[src/rtl/data_memory_copy_engine.sv]
// Byte-wide block copy engine: owns the data memory port while busy and moves LENGTH bytes
// from SRC to DST with a read / settle / write cadence, summing the bytes it writes.
module data_memory_copy_engine #(
  parameter int unsigned ADDR_WIDTH = 8,
  parameter int unsigned DATA_WIDTH = 8,
  parameter int unsigned LEN_WIDTH  = 8
) (
  input  logic                  clk,
  input  logic                  reset,
  input  logic                  start,
  input  logic                  abort,
  input  logic [ADDR_WIDTH-1:0] src_addr,
  input  logic [ADDR_WIDTH-1:0] dst_addr,
  input  logic [LEN_WIDTH-1:0]  length,
  output logic                  busy,
  output logic                  done,
  output logic [DATA_WIDTH-1:0] checksum,
  output logic [ADDR_WIDTH-1:0] mem_address,
  output logic                  mem_read,
  output logic                  mem_write,
  output logic [DATA_WIDTH-1:0] mem_wdata,
  input  logic [DATA_WIDTH-1:0] mem_rdata
);

  // Wide enough to hold dst-src without wrap and to compare against the length field.
  localparam int unsigned CmpWidth = ((ADDR_WIDTH > LEN_WIDTH) ? ADDR_WIDTH : LEN_WIDTH) + 1;

  typedef enum logic [2:0] {StIdle, StRd, StWait, StWr, StDone} state_e;

  state_e                state_q, state_d;
  logic [ADDR_WIDTH-1:0] src_q, src_d, dst_q, dst_d, addr_q, addr_d;
  logic [LEN_WIDTH-1:0]  remain_q, remain_d;
  logic                  desc_q, desc_d;
  logic                  busy_q, busy_d, done_q, done_d, rd_q, rd_d, wr_q, wr_d;
  logic [DATA_WIDTH-1:0] wdata_q, wdata_d, cksum_q, cksum_d;

  logic [CmpWidth-1:0]   gap, len_ext;
  logic                  start_desc;
  logic [ADDR_WIDTH-1:0] len_addr, first_src, first_dst, next_src, next_dst;

  // Direction choice and address stepping for the launch and per-byte advance.
  always_comb begin
    gap        = CmpWidth'(dst_addr) - CmpWidth'(src_addr);
    len_ext    = CmpWidth'(length);
    // Copy backwards only when the destination overlaps the tail of the source.
    start_desc = (dst_addr > src_addr) && (gap < len_ext);
    len_addr   = ADDR_WIDTH'(length);
    first_src  = start_desc ? (src_addr + len_addr - ADDR_WIDTH'(1)) : src_addr;
    first_dst  = start_desc ? (dst_addr + len_addr - ADDR_WIDTH'(1)) : dst_addr;
    next_src   = desc_q ? (src_q - ADDR_WIDTH'(1)) : (src_q + ADDR_WIDTH'(1));
    next_dst   = desc_q ? (dst_q - ADDR_WIDTH'(1)) : (dst_q + ADDR_WIDTH'(1));
  end

  // Next-state and next registered outputs; strobes and done default low every cycle.
  always_comb begin
    state_d  = state_q;
    src_d    = src_q;
    dst_d    = dst_q;
    addr_d   = addr_q;
    remain_d = remain_q;
    desc_d   = desc_q;
    busy_d   = busy_q;
    done_d   = 1'b0;
    rd_d     = 1'b0;
    wr_d     = 1'b0;
    wdata_d  = wdata_q;
    cksum_d  = cksum_q;
    unique case (state_q)
      StIdle: begin
        if (start) begin
          src_d    = first_src;
          dst_d    = first_dst;
          remain_d = length;
          desc_d   = start_desc;
          cksum_d  = '0;
          busy_d   = 1'b1;
          if (length == '0) begin
            // Zero-length: dwell one busy cycle in WAIT with no access, then finish.
            state_d = StWait;
          end else begin
            state_d = StRd;
            rd_d    = 1'b1;
            addr_d  = first_src;
          end
        end
      end
      StRd: begin
        if (abort) begin
          state_d = StIdle;
          busy_d  = 1'b0;
        end else begin
          state_d = StWait;
        end
      end
      StWait: begin
        if (abort) begin
          state_d = StIdle;
          busy_d  = 1'b0;
        end else if (remain_q == '0) begin
          state_d = StDone;
          done_d  = 1'b1;
          busy_d  = 1'b0;
        end else begin
          state_d = StWr;
          wr_d    = 1'b1;
          addr_d  = dst_q;
          wdata_d = mem_rdata;
          cksum_d = cksum_q + mem_rdata;
        end
      end
      StWr: begin
        if (abort) begin
          state_d = StIdle;
          busy_d  = 1'b0;
        end else begin
          remain_d = remain_q - LEN_WIDTH'(1);
          if (remain_q == LEN_WIDTH'(1)) begin
            state_d = StDone;
            done_d  = 1'b1;
            busy_d  = 1'b0;
          end else begin
            state_d = StRd;
            rd_d    = 1'b1;
            src_d   = next_src;
            dst_d   = next_dst;
            addr_d  = next_src;
          end
        end
      end
      StDone: begin
        state_d = StIdle;
      end
      default: begin
        state_d = StIdle;
        busy_d  = 1'b0;
      end
    endcase
  end

  // State and output registers.
  always_ff @(posedge clk or negedge reset) begin
    if (!reset) begin
      state_q  <= StIdle;
      src_q    <= '0;
      dst_q    <= '0;
      addr_q   <= '0;
      remain_q <= '0;
      desc_q   <= 1'b0;
      busy_q   <= 1'b0;
      done_q   <= 1'b0;
      rd_q     <= 1'b0;
      wr_q     <= 1'b0;
      wdata_q  <= '0;
      cksum_q  <= '0;
    end else begin
      state_q  <= state_d;
      src_q    <= src_d;
      dst_q    <= dst_d;
      addr_q   <= addr_d;
      remain_q <= remain_d;
      desc_q   <= desc_d;
      busy_q   <= busy_d;
      done_q   <= done_d;
      rd_q     <= rd_d;
      wr_q     <= wr_d;
      wdata_q  <= wdata_d;
      cksum_q  <= cksum_d;
    end
  end

  assign busy        = busy_q;
  assign done        = done_q;
  assign checksum    = cksum_q;
  assign mem_address = addr_q;
  assign mem_read    = rd_q;
  assign mem_write   = wr_q;
  assign mem_wdata   = wdata_q;

endmodule
[config.mk]
export PLATFORM = sky130hd
export DESIGN_NAME = data_memory_copy_engine
export DESIGN_NICKNAME = d
export VERILOG_FILES = /design/src/rtl/data_memory_copy_engine.sv
export SDC_FILE = /design/constraint.sdc
export NUM_CORES = 1
export LEC_CHECK = 0
export CORE_MARGIN = 5
export CORE_UTILIZATION = 30
export DETAILED_ROUTE_END_ITERATION = 8
export HOLD_SLACK_MARGIN = 0.06
export SLEW_MARGIN = 15
export SYNTH_ARGS = -nofsm -noshare
export SYNTH_HDL_FRONTEND = slang
export SYNTH_SLANG_ARGS = --single-unit
[constraint.sdc]
create_clock -name clk -period 6 [get_ports clk]
set_clock_uncertainty 0.15 [all_clocks]
set_input_delay 1.2 -clock clk [delete_from_list [all_inputs] [get_ports clk]]
set_output_delay 1.2 -clock clk [all_outputs]
set_load 0.005 [all_outputs]
==> metrics.yaml, run 1 <==
seqPwrFrac_pct: 29.4
wl_per_cell_um: 15.3
synth.distinct_cells: 56
grt_overflow: 0
postPlaceCellArea_um2: 5870
nets: 779
drv_cap: 0
synth_top_area_share_pct: 27.8
p_total_uw: 2510
post-route-drc-count: 0
slowest_stage: "clkdlybuf4s50_1"
syn2layout_area_growth_pct: 19.5
synth_cells: 622
max_stage_delay_ns: 0.53
min_path_type: "flop to flop"
worstPathMaxFanout: 13
required_ns: 6.03
num_rows: 47
synthesis.nets: 726
worst_slew_pin_slew_ns: 0.964
finalCritPeriodShare_pct: 82.9
status: "completed"
regArea_um2: 1400
dieArea_um2: 19500
p_per_area_nw_per_um2: 417
crit_family: "compound AO/OA/AOI/OAI gates"
first_global_vias: 4396
yosysMostFrequentCell: "inv_1"
hold_violations: 0
pwr-share-clk_pct: 12.3
coreArea_um2: 16500
fmax_mhz: 201
clock_sinks: 56
swShare_pct: 45.0
netlist_area_um2: 5040
fin_setup_tns_ns: 0
synth_edf_count: 0
startpoint_type: "input pin"
synth_warnings: 0
ys_top_cells_by_count: "inv_1 (67), a21oi_1 (65), nand2_1 (65), ha_1 (62), dfrtp_1 (56)"
relSlewSlack_pct: 35.6
grt_usage_pct: 14.2
drtAntennaViolNets: 0
ys_seq_elements: 56
async_flop_share_pct: 100
rsz0062_at_grt: "no"
fillers: 1687
routabilityCongestion: 0.903
synth_area_leaders: "dfrtp_1 (28%), ha_1 (15%), a21oi_1 (6.5%)"
drive_above_1_share_pct: 3.11
cts_root_buf: "clkbuf_16"
start_util_pct: 30.5
grt_pass1_wl_um: 22900
power_leakage_uw: 0.00269
finalWirelength_um: 13700
synth.yosys.seq_area_share_pct: 27.8
endpoint_kind: "flop"
via_count: 4577
cts_buffer_depth: 2
cp_num_buf_inv: 2
yosys_most_used_dff: "dfrtp_1"
fp.dieH_um: 140
p_switching_uw: 1130
post-synth-top-area-cell: "dfrtp_1"
num_antenna_cells: 0
cp_cell_sequence: "clkdlybuf4s50_1, ha_1, inv_1, fa_1, nand3_1, nand2_1, a21o_1, a21oi_1, xnor2_1, ha_1, a211oi_1, nand2_1, a31oi_1, o31a_1, and2_1, nor2_1, o41a_1"
port_buffers: 63
irDropWorstVdd_mv: 0.201
multiInputGateArea_um2: 3290
drtIter0Drc: 232
worstSetupPathType: "input pin to flop"
grt_antenna_before_repair: 0
viasPerCell: 5.11
cts_resized: 0
post_cts_buffers: 0
internal-power_uw: 1380
stdcell_area_um2: 6020
boundaryPins: 64
finalSetupViolations: 0
cts_tree: "yes"
cp.arrival_ns: 5.01
h-tree-depth: 2
post-dp-hpwl_um: 10900
clkLatencyLatePin_ns: 0.30
firstDrtPassIters: 4
maxSlewViolCount: 0
die_w_um: 140
p_comb_share_pct: 58.3
cts_buffers: 5
fin_crit_ns: 4.97
grt_start_max_net_pins: 57
holdBufCountCts: 0
path_clk_slew_ns: 0.08
syn_avg_cell_area_um2: 8.10
-- worst reg2reg max path, cell delays in order (launching register included) --
cell and delay, ns:
dfrtp_1 0.42, inv_1 0.11, ha_1 0.24, nor3b_1 0.30, and2_4 0.22, or4_1 0.45, a311o_1 0.89, inv_1 0.26
o21ai_0 0.29, a31oi_1 0.06
-- power by group through the flow --
| stage | clock (µW) | combinational, µW | sequential, µW |
|---|---|---|---|
| 2_1_floorplan | 0 | 1060 | 682 |
| 3_3_place_gp | 0 | 1450 | 744 |
| 3_5_place_dp | 0 | 1460 | 745 |
| 4_1_cts | 316 | 1470 | 738 |
| 5_1_grt | 329 | 1660 | 773 |
| 6_report | 310 | 1460 | 739 |
-- kinds of logic (layout without fill, tap and decap cells) --
family | after synthesis | in the layout | share of synthesized area [%]
mux | 6 | 6 | 1.27
xor+xnor | 29 | 29 | 5.04
flops | 56 | 56 | 27.8
compound gates | 193 | 193 | 24.1
buf+inv | 88 | 142 | 6.98
fa+ha+maj | 68 | 68 | 17.8
simple gates | 182 | 182 | 17.0
-- per-layer routing --
metal / up-vias / wire [µm] / global-route usage (%)
met4: 0 / 185 / 3.11
met2: 121 / 5850 / 22.1
li1: 2316 / - / -
met1: 2128 / 6810 / 20.7
met5: - / 0 / 0
met3: 12 / 864 / 2.50
-- worst paths after layout --
check	end	depth (start not counted)	slack, ns	startpoint
setup / recovery	mem_address[4]	17	1.03	src_addr[0]
hold reg to reg	mem_wdata[6]	2	0.33	mem_wdata[6]
setup reg to reg	mem_address[3]	9	2.49	remain_q[0]
max in group asynchronous	mem_wdata[2]	2	4.33	reset
hold / removal	mem_wdata[6]	2	0.33	mem_wdata[6]
min in group asynchronous	src_q[1]	2	0.90	reset
-- layout make-up --
| class | instances | area share (%) |
|---|---|---|
| multi-input cells | 478 | 54.6 |
| flip-flops and latches | 56 | 23.3 |
| repair buffers | 67 | 10.9 |
| well taps | 220 | 4.57 |
| inverters | 67 | 4.18 |
| clock buffers | 5 | 2.08 |
| clock inverters | 3 | 0.436 |
-- placed cells by master (no fill, tap or decap), types with 6 or more instances in the layout --
cell type / instances
o21ai_0: 50
a21oi_1: 65
xnor2_1: 15
nand2_1: 65
nand2b_1: 11
fa_1: 6
dfrtp_1: 56
nand3_1: 17
xor2_1: 14
nor3_1: 14
nor4_1: 7
o211ai_1: 8
clkdlybuf4s50_1: 62
a31oi_1: 10
nor2_1: 40
nor2b_1: 7
ha_1: 62
a21o_1: 7
a211oi_1: 9
inv_1: 67
-- flip-flops by register name, indices dropped and copies added (netlist names) --
name / count
busy: 1
dst_q: 8
desc_q: 1
mem_wdata: 8
done: 1
state_q: 3
mem_write: 1
checksum: 8
remain_q: 8
src_q: 8
mem_read: 1
mem_address: 8
-- per-stage QoR --
stage / util, % / hold slack (ns) / setup slack, ns / std cells
after floorplan: - / 0.320 / 1.71 / 622
after global placement: 35.5 / 0.309 / 0.785 / 888
after detailed placement: 35.5 / 0.314 / 0.754 / 888
after CTS: 36.4 / 0.334 / 1.07 / 896
after global routing: 36.4 / 0.353 / 0.712 / 896
final: 36.4 / 0.326 / 1.03 / 896
(Power assumes the default switching activity.)
==> run 2: changes to the inputs <==
clock period = 4.9 ns   (was 6 ns; I/O delays follow)
==> metrics.yaml, run 2 (same netlist as run 1, synthesis figures left out) <==
status: "completed"  # unchanged
required_ns: 4.96  # was 6.03 ns
relSlewSlack_pct: 31.9  # was 35.6%
num_rows: 47  # unchanged
finalCritPeriodShare_pct: 93.6
first_global_vias: 4297  # was 4396
drtIter0Drc: 310  # was 232
cts_buffer_depth: 2  # unchanged
boundaryPins: 64  # unchanged
finalSetupViolations: 0  # unchanged
drive_above_1_share_pct: 4.24  # was 3.11%
hold_violations: 0  # unchanged
cp_cell_sequence: "clkdlybuf4s50_1, inv_1, ha_1, inv_1, fa_1, nand3_1, nand2_1, a21o_1, a21oi_1, xnor2_1, ha_1, a211oi_1, nand2_1, a31oi_1, o31a_1, and2_1, buf_4, o21ai_0, o21ai_0"  # was clkdlybuf4s50_1, ha_1, inv_1, fa_1, nand3_1, nand2_1, a21o_1, a21oi_1, xnor2_1, ha_1, a211oi_1, nand2_1, a31oi_1, o31a_1, and2_1, nor2_1, o41a_1
fp.dieH_um: 140  # unchanged
worst_slew_pin_slew_ns: 1.02  # was 0.964 ns
dieArea_um2: 19500  # unchanged
drv_cap: 0  # unchanged
grt_start_max_net_pins: 57  # unchanged
p_per_area_nw_per_um2: 515  # was 417 nW/µm²
rsz0062_at_grt: "no"  # unchanged
cts_root_buf: "clkbuf_16"  # unchanged
path_clk_slew_ns: 0.07  # was 0.08 ns
max_stage_delay_ns: 0.39  # was 0.53 ns
viasPerCell: 5.17  # was 5.11
worstSetupPathType: "input pin to flop"  # unchanged
grt_pass1_wl_um: 22800  # was 22900 µm
maxSlewViolCount: 0  # unchanged
firstDrtPassIters: 5  # was 4
irDropWorstVdd_mv: 0.176  # was 0.201 mV
post-dp-hpwl_um: 11000  # was 10900 µm
num_antenna_cells: 0  # unchanged
power_leakage_uw: 0.00274  # was 0.00269 µW
cp.arrival_ns: 4.65  # was 5.01 ns
nets: 787  # was 779
via_count: 4677  # was 4577
startpoint_type: "input pin"  # unchanged
grt_overflow: 0  # unchanged
fin_setup_tns_ns: 0  # unchanged
worstPathMaxFanout: 6  # was 13
cts_buffers: 5  # unchanged
die_w_um: 140  # unchanged
post-route-drc-count: 0  # unchanged
fin_crit_ns: 4.59
grt_usage_pct: 14.1  # was 14.2%
clkLatencyLatePin_ns: 0.30  # about the same
cts_resized: 0  # unchanged
h-tree-depth: 2  # unchanged
wl_per_cell_um: 15.5  # was 15.3 µm
coreArea_um2: 16500  # unchanged
port_buffers: 63  # unchanged
drtAntennaViolNets: 0  # unchanged
syn2layout_area_growth_pct: 21.0  # was 19.5%
routabilityCongestion: 0.944  # was 0.903
cts_tree: "yes"  # unchanged
min_path_type: "flop to flop"  # unchanged
post_cts_buffers: 0  # unchanged
holdBufCountCts: 0  # unchanged
grt_antenna_before_repair: 0  # unchanged
fmax_mhz: 218
endpoint_kind: "flop"  # unchanged
finalWirelength_um: 14000  # was 13700 µm
clock_sinks: 56  # unchanged
p_total_uw: 3140  # was 2510 µW
start_util_pct: 30.5  # unchanged
whs_ns: 0.324  # was 0.326 ns
final_common_cell: "inv_1"  # unchanged
mostFrequentLayoutCells: "inv_1 (67), a21oi_1 (65), nand2_1 (65), ha_1 (62), clkdlybuf4s50_1 (62)"  # unchanged
slowest_stage: "clkdlybuf4s50_1"  # unchanged
==> run 2: layer usage <==
metal	track usage, %	wire length (µm)
met1	21.2	6970
met2	21.3	6010
met3	2.23	870
met4	3.01	184
met5	0	0
==> run 2: final timing paths <==
path,end,startpoint,slack (ns),cells past startpoint
min in group asynchronous,src_q[2],reset,0.68,2
setup / recovery,mem_address[0],dst_addr[0],0.31,19
setup reg to reg,mem_address[3],remain_q[5],1.76,7
hold / removal,mem_wdata[6],mem_wdata[6],0.32,2
hold reg to reg,mem_wdata[6],mem_wdata[6],0.32,2
max in group asynchronous,mem_address[0],reset,3.44,2
==> run 2: through the flow <==
stage	area (µm²)	setup WS (ns)	util, %	std cells
global placement	5930	0.158	35.9	896
finish	6100	0.312	36.9	904
global route	6100	0.0810	36.9	904
CTS	6100	0.372	36.9	904
detailed placement	5930	0.0687	35.9	896
floorplan	5040	0.827	-	622
==> run 2: worst max-delay path: cells and delay by family <==
family | cells | cell delay (ns)
buf+inv | 4 | 0.74
simple gates | 4 | 0.53
fa+ha+maj | 3 | 0.84
xor+xnor | 1 | 0.14
compound gates | 7 | 1.40
==> run 2: report_power, final <==
part           total [µW]  internal [µW]  switching [µW]
registers             903            671             231
clock network         410            241             169
logic                1820            841             984
==> run 2: final cells by class <==
class                      instances  area (µm²)
sequential                        56        1400
tap                              220         275
clock buffer                       5         125
inverter                          67         251
fill                            1688       10400
timing repair buffer              75         716
multi-input combinational        478        3290
clock inverter                     3        42.5
==> run 3: changes to the inputs <==
--- a/config.mk
+++ b/config.mk
@@ -6,4 +6,5 @@
 export NUM_CORES = 1
 export LEC_CHECK = 0
+export ABC_AREA = 1
 export CORE_MARGIN = 5
 export CORE_UTILIZATION = 30
==> constraint.sdc (replaced) <==
create_clock -name clk -period 4.9 [get_ports clk]
set_clock_uncertainty 0.15 [all_clocks]
set_input_delay 0.98 -clock clk [delete_from_list [all_inputs] [get_ports clk]]
set_output_delay 0.98 -clock clk [all_outputs]
set_load 0.1 [all_outputs]
==> metrics.yaml, run 3 <==
ys_top_cells_by_count: "nand2_1 (185), inv_1 (120), ha_1 (62), dfrtp_1 (56), nand3_1 (56)"  # was inv_1 (67), a21oi_1 (65), nand2_1 (65), ha_1 (62), dfrtp_1 (56)
firstDrtPassIters: 5  # unchanged
cts_buffer_depth: 2  # unchanged
clkLatencyLatePin_ns: 0.30  # about the same
post_cts_buffers: 0  # unchanged
power_leakage_uw: 0.00329  # was 0.00274 µW
async_flop_share_pct: 100  # unchanged
fillers: 1837  # was 1688
synth.yosys.seq_area_share_pct: 26.3  # was 27.8%
syn_avg_cell_area_um2: 7.03  # was 8.10 µm²
drive_above_1_share_pct: 5.63  # was 4.24%
internal-power_uw: 1610  # was 1750 µW
fin_crit_ns: 4.06  # was 4.59 ns
grt_antenna_before_repair: 0  # unchanged
grt_start_max_net_pins: 57  # unchanged
boundaryPins: 64  # unchanged
regArea_um2: 1400  # unchanged
post-route-drc-count: 0  # unchanged
fp.dieH_um: 143  # was 140 µm
yosysMostFrequentCell: "nand2_1"  # was inv_1
wl_per_cell_um: 14.0  # was 15.5 µm
start_util_pct: 30.7  # was 30.5%
num_rows: 48  # was 47
cts_resized: 0  # unchanged
synth_top_area_share_pct: 26.3  # was 27.8%
endpoint_kind: "flop"  # unchanged
finalNonFillerCells: 1042  # was 904
synth.distinct_cells: 43  # was 56
r2r_end: "dst_q[6]"  # was mem_address[3]
multiInputGateArea_um2: 3370  # was 3290 µm²
drv_cap: 0  # unchanged
dp.cells: 1034  # was 896
required_ns: 4.98  # was 4.96 ns
pwr-share-clk_pct: 10.1  # was 13.1%
setup_slack_ns: 0.837  # was 0.312 ns
p_per_area_nw_per_um2: 593  # was 515 nW/µm²
cts_buffers: 5  # unchanged
crit_start: "dst_addr[0]"  # unchanged
worstSetupPathType: "input pin to flop"  # unchanged
first_global_vias: 4879  # was 4297
ys_seq_elements: 56  # unchanged
hold_violations: 0  # unchanged
rsz0062_at_grt: "no"  # unchanged
min_path_type: "flop to flop"  # unchanged
path_clk_slew_ns: 0.08  # was 0.07 ns
netlist_area_um2: 5340  # was 5040 µm²
worstPathMaxFanout: 17  # was 6
synth_cells: 759  # was 622
global_route.usage.met3_pct: 1.90  # was 2.23%
finalSetupViolations: 0  # unchanged
irDropWorstVdd_mv: 0.456  # was 0.176 mV
p_switching_uw: 2130  # was 1380 µW
cp.arrival_ns: 4.14  # was 4.65 ns
status: "completed"  # unchanged
post-synth-top-area-cell: "dfrtp_1"  # unchanged
drtAntennaViolNets: 0  # unchanged
reg2reg_setup_slack_ns: 1.96  # was 1.76 ns
final_common_cell: "nand2_1"  # was inv_1
maxSlewViolCount: 0  # unchanged
clock_sinks: 56  # unchanged
port_buffers: 63  # unchanged
gr-usage-met2_pct: 23.4  # was 21.3%
finalCritPeriodShare_pct: 82.9  # was 93.6%
grt_usage_pct: 14.4  # was 14.1%
synthesis.nets: 863  # was 726
reg2regPathDepth: 13  # was 7
relSlewSlack_pct: 33.6  # was 31.9%
dieArea_um2: 20600  # was 19500 µm²
cts_tree: "yes"  # unchanged
viasPerCell: 4.87  # was 5.17
grt_overflow: 0  # unchanged
nets: 920  # was 787
drtIter0Drc: 254  # was 310
mostFrequentLayoutCells: "nand2_1 (185), inv_1 (120), ha_1 (62), clkdlybuf4s50_1 (62)"  # was inv_1 (67), a21oi_1 (65), nand2_1 (65), ha_1 (62), clkdlybuf4s50_1 (62)
post-dp-hpwl_um: 11600  # was 11000 µm
worst_slew_pin_slew_ns: 0.993  # was 1.02 ns
num_antenna_cells: 0  # unchanged
swShare_pct: 57.0  # was 44.1%
fmax_mhz: 246  # was 218 MHz
pre_cts_slack_ns: 0.510  # was 0.0687 ns
via_count: 5073  # was 4677
synth_edf_count: 0  # unchanged
holdBufCountCts: 0  # unchanged
p_comb_share_pct: 67.2  # was 58.2%
synth_warnings: 0  # unchanged
syn2layout_area_growth_pct: 18.5  # was 21.0%
routabilityCongestion: 0.939  # was 0.944
coreArea_um2: 17400  # was 16500 µm²
h-tree-depth: 2  # unchanged
grtUsageMet1_pct: 21.1  # was 21.2%
fin_setup_tns_ns: 0  # unchanged
finish.utilization_pct: 36.4  # was 36.9%
whs_ns: 0.331  # was 0.324 ns
cts_root_buf: "clkbuf_16"  # unchanged
r2r_start: "state_q[2]"  # was remain_q[5]
yosys_most_used_dff: "dfrtp_1"  # unchanged
grt_pass1_wl_um: 24100  # was 22800 µm
crit_path_end: "src_q[6]"  # was mem_address[0]
die_w_um: 143  # was 140 µm
finalWirelength_um: 14600  # was 14000 µm
startpoint_type: "input pin"  # unchanged
grt-busiest-layer: "met2"  # unchanged
seqPwrFrac_pct: 22.7  # was 28.8%
synth_area_leaders: "dfrtp_1 (26%), ha_1 (15%), nand2_1 (13%)"  # was dfrtp_1 (28%), ha_1 (15%), a21oi_1 (6.5%)
[run 3: final cells by class]
type | instances | area share, %
Timing Repair Buffer | 65 | 10.1
Multi-Input combinational cell | 562 | 53.3
Inverter | 126 | 7.52
Tap cell | 225 | 4.45
Sequential cell | 56 | 22.2
Clock buffer | 5 | 1.98
Clock inverter | 3 | 0.435
[run 3: kinds of logic after synthesis]
group / share of synthesized area (%)
buffers and inverters: 10.6
AND/OR/NAND/NOR: 29.4
AO/OA/AOI/OAI: 12.9
flip-flops: 26.3
adder cells (fa/ha/maj): 16.8
XOR/XNOR: 4.10
[run 3: metrics by stage]
step / total power (µW) / cell area (µm²)
6_report: 3750 / 6320
5_1_grt: 4060 / 6320
4_1_cts: 3760 / 6320
3_5_place_dp: 3370 / 6170
3_3_place_gp: 3360 / 6170
2_1_floorplan: 2780 / 5340
[run 3: critical path, stage by stage]
cell,delay [ns]
clkdlybuf4s50_1,0.46
inv_1,0.10
ha_1,0.15
inv_1,0.07
fa_1,0.40
nand3_1,0.09
nand2_1,0.11
xor2_1,0.16
ha_1,0.29
nand2_1,0.09
inv_1,0.04
nand2_1,0.06
nand3_1,0.07
nand2_1,0.06
nand2_1,0.05
nand2_2,0.25
nand3_4,0.29
nand2_1,0.17
nand3_1,0.10
a21oi_1,0.14
[run 3: power groups by stage]
stage          Sequential, µW  Clock [µW]  Combinational (µW)
2_1_floorplan            1500           0                1270
3_3_place_gp              859           0                2500
3_5_place_dp              859           0                2510
4_1_cts                   853         388                2520
5_1_grt                   881         404                2770
6_report                  850         379                2520
[run 3: metal layers]
layer / vias up / routed length, µm
met4: 0 / 77
met5: - / 0
li1: 2607 / -
met3: 7 / 814
met2: 123 / 6490
met1: 2336 / 7230
[run 3: worst min path at each step]
stage	startpoint	to	slack, ns	depth (start not counted)
after detailed placement	mem_wdata[6]	mem_wdata[6]	0.32	2
final	mem_wdata[6]	mem_wdata[6]	0.33	2
after global routing	mem_wdata[6]	mem_wdata[6]	0.36	2
after CTS	mem_wdata[6]	mem_wdata[6]	0.34	2
after global placement	mem_wdata[6]	mem_wdata[6]	0.31	2
after floorplan	dst_q[6]	dst_q[6]	0.33	2
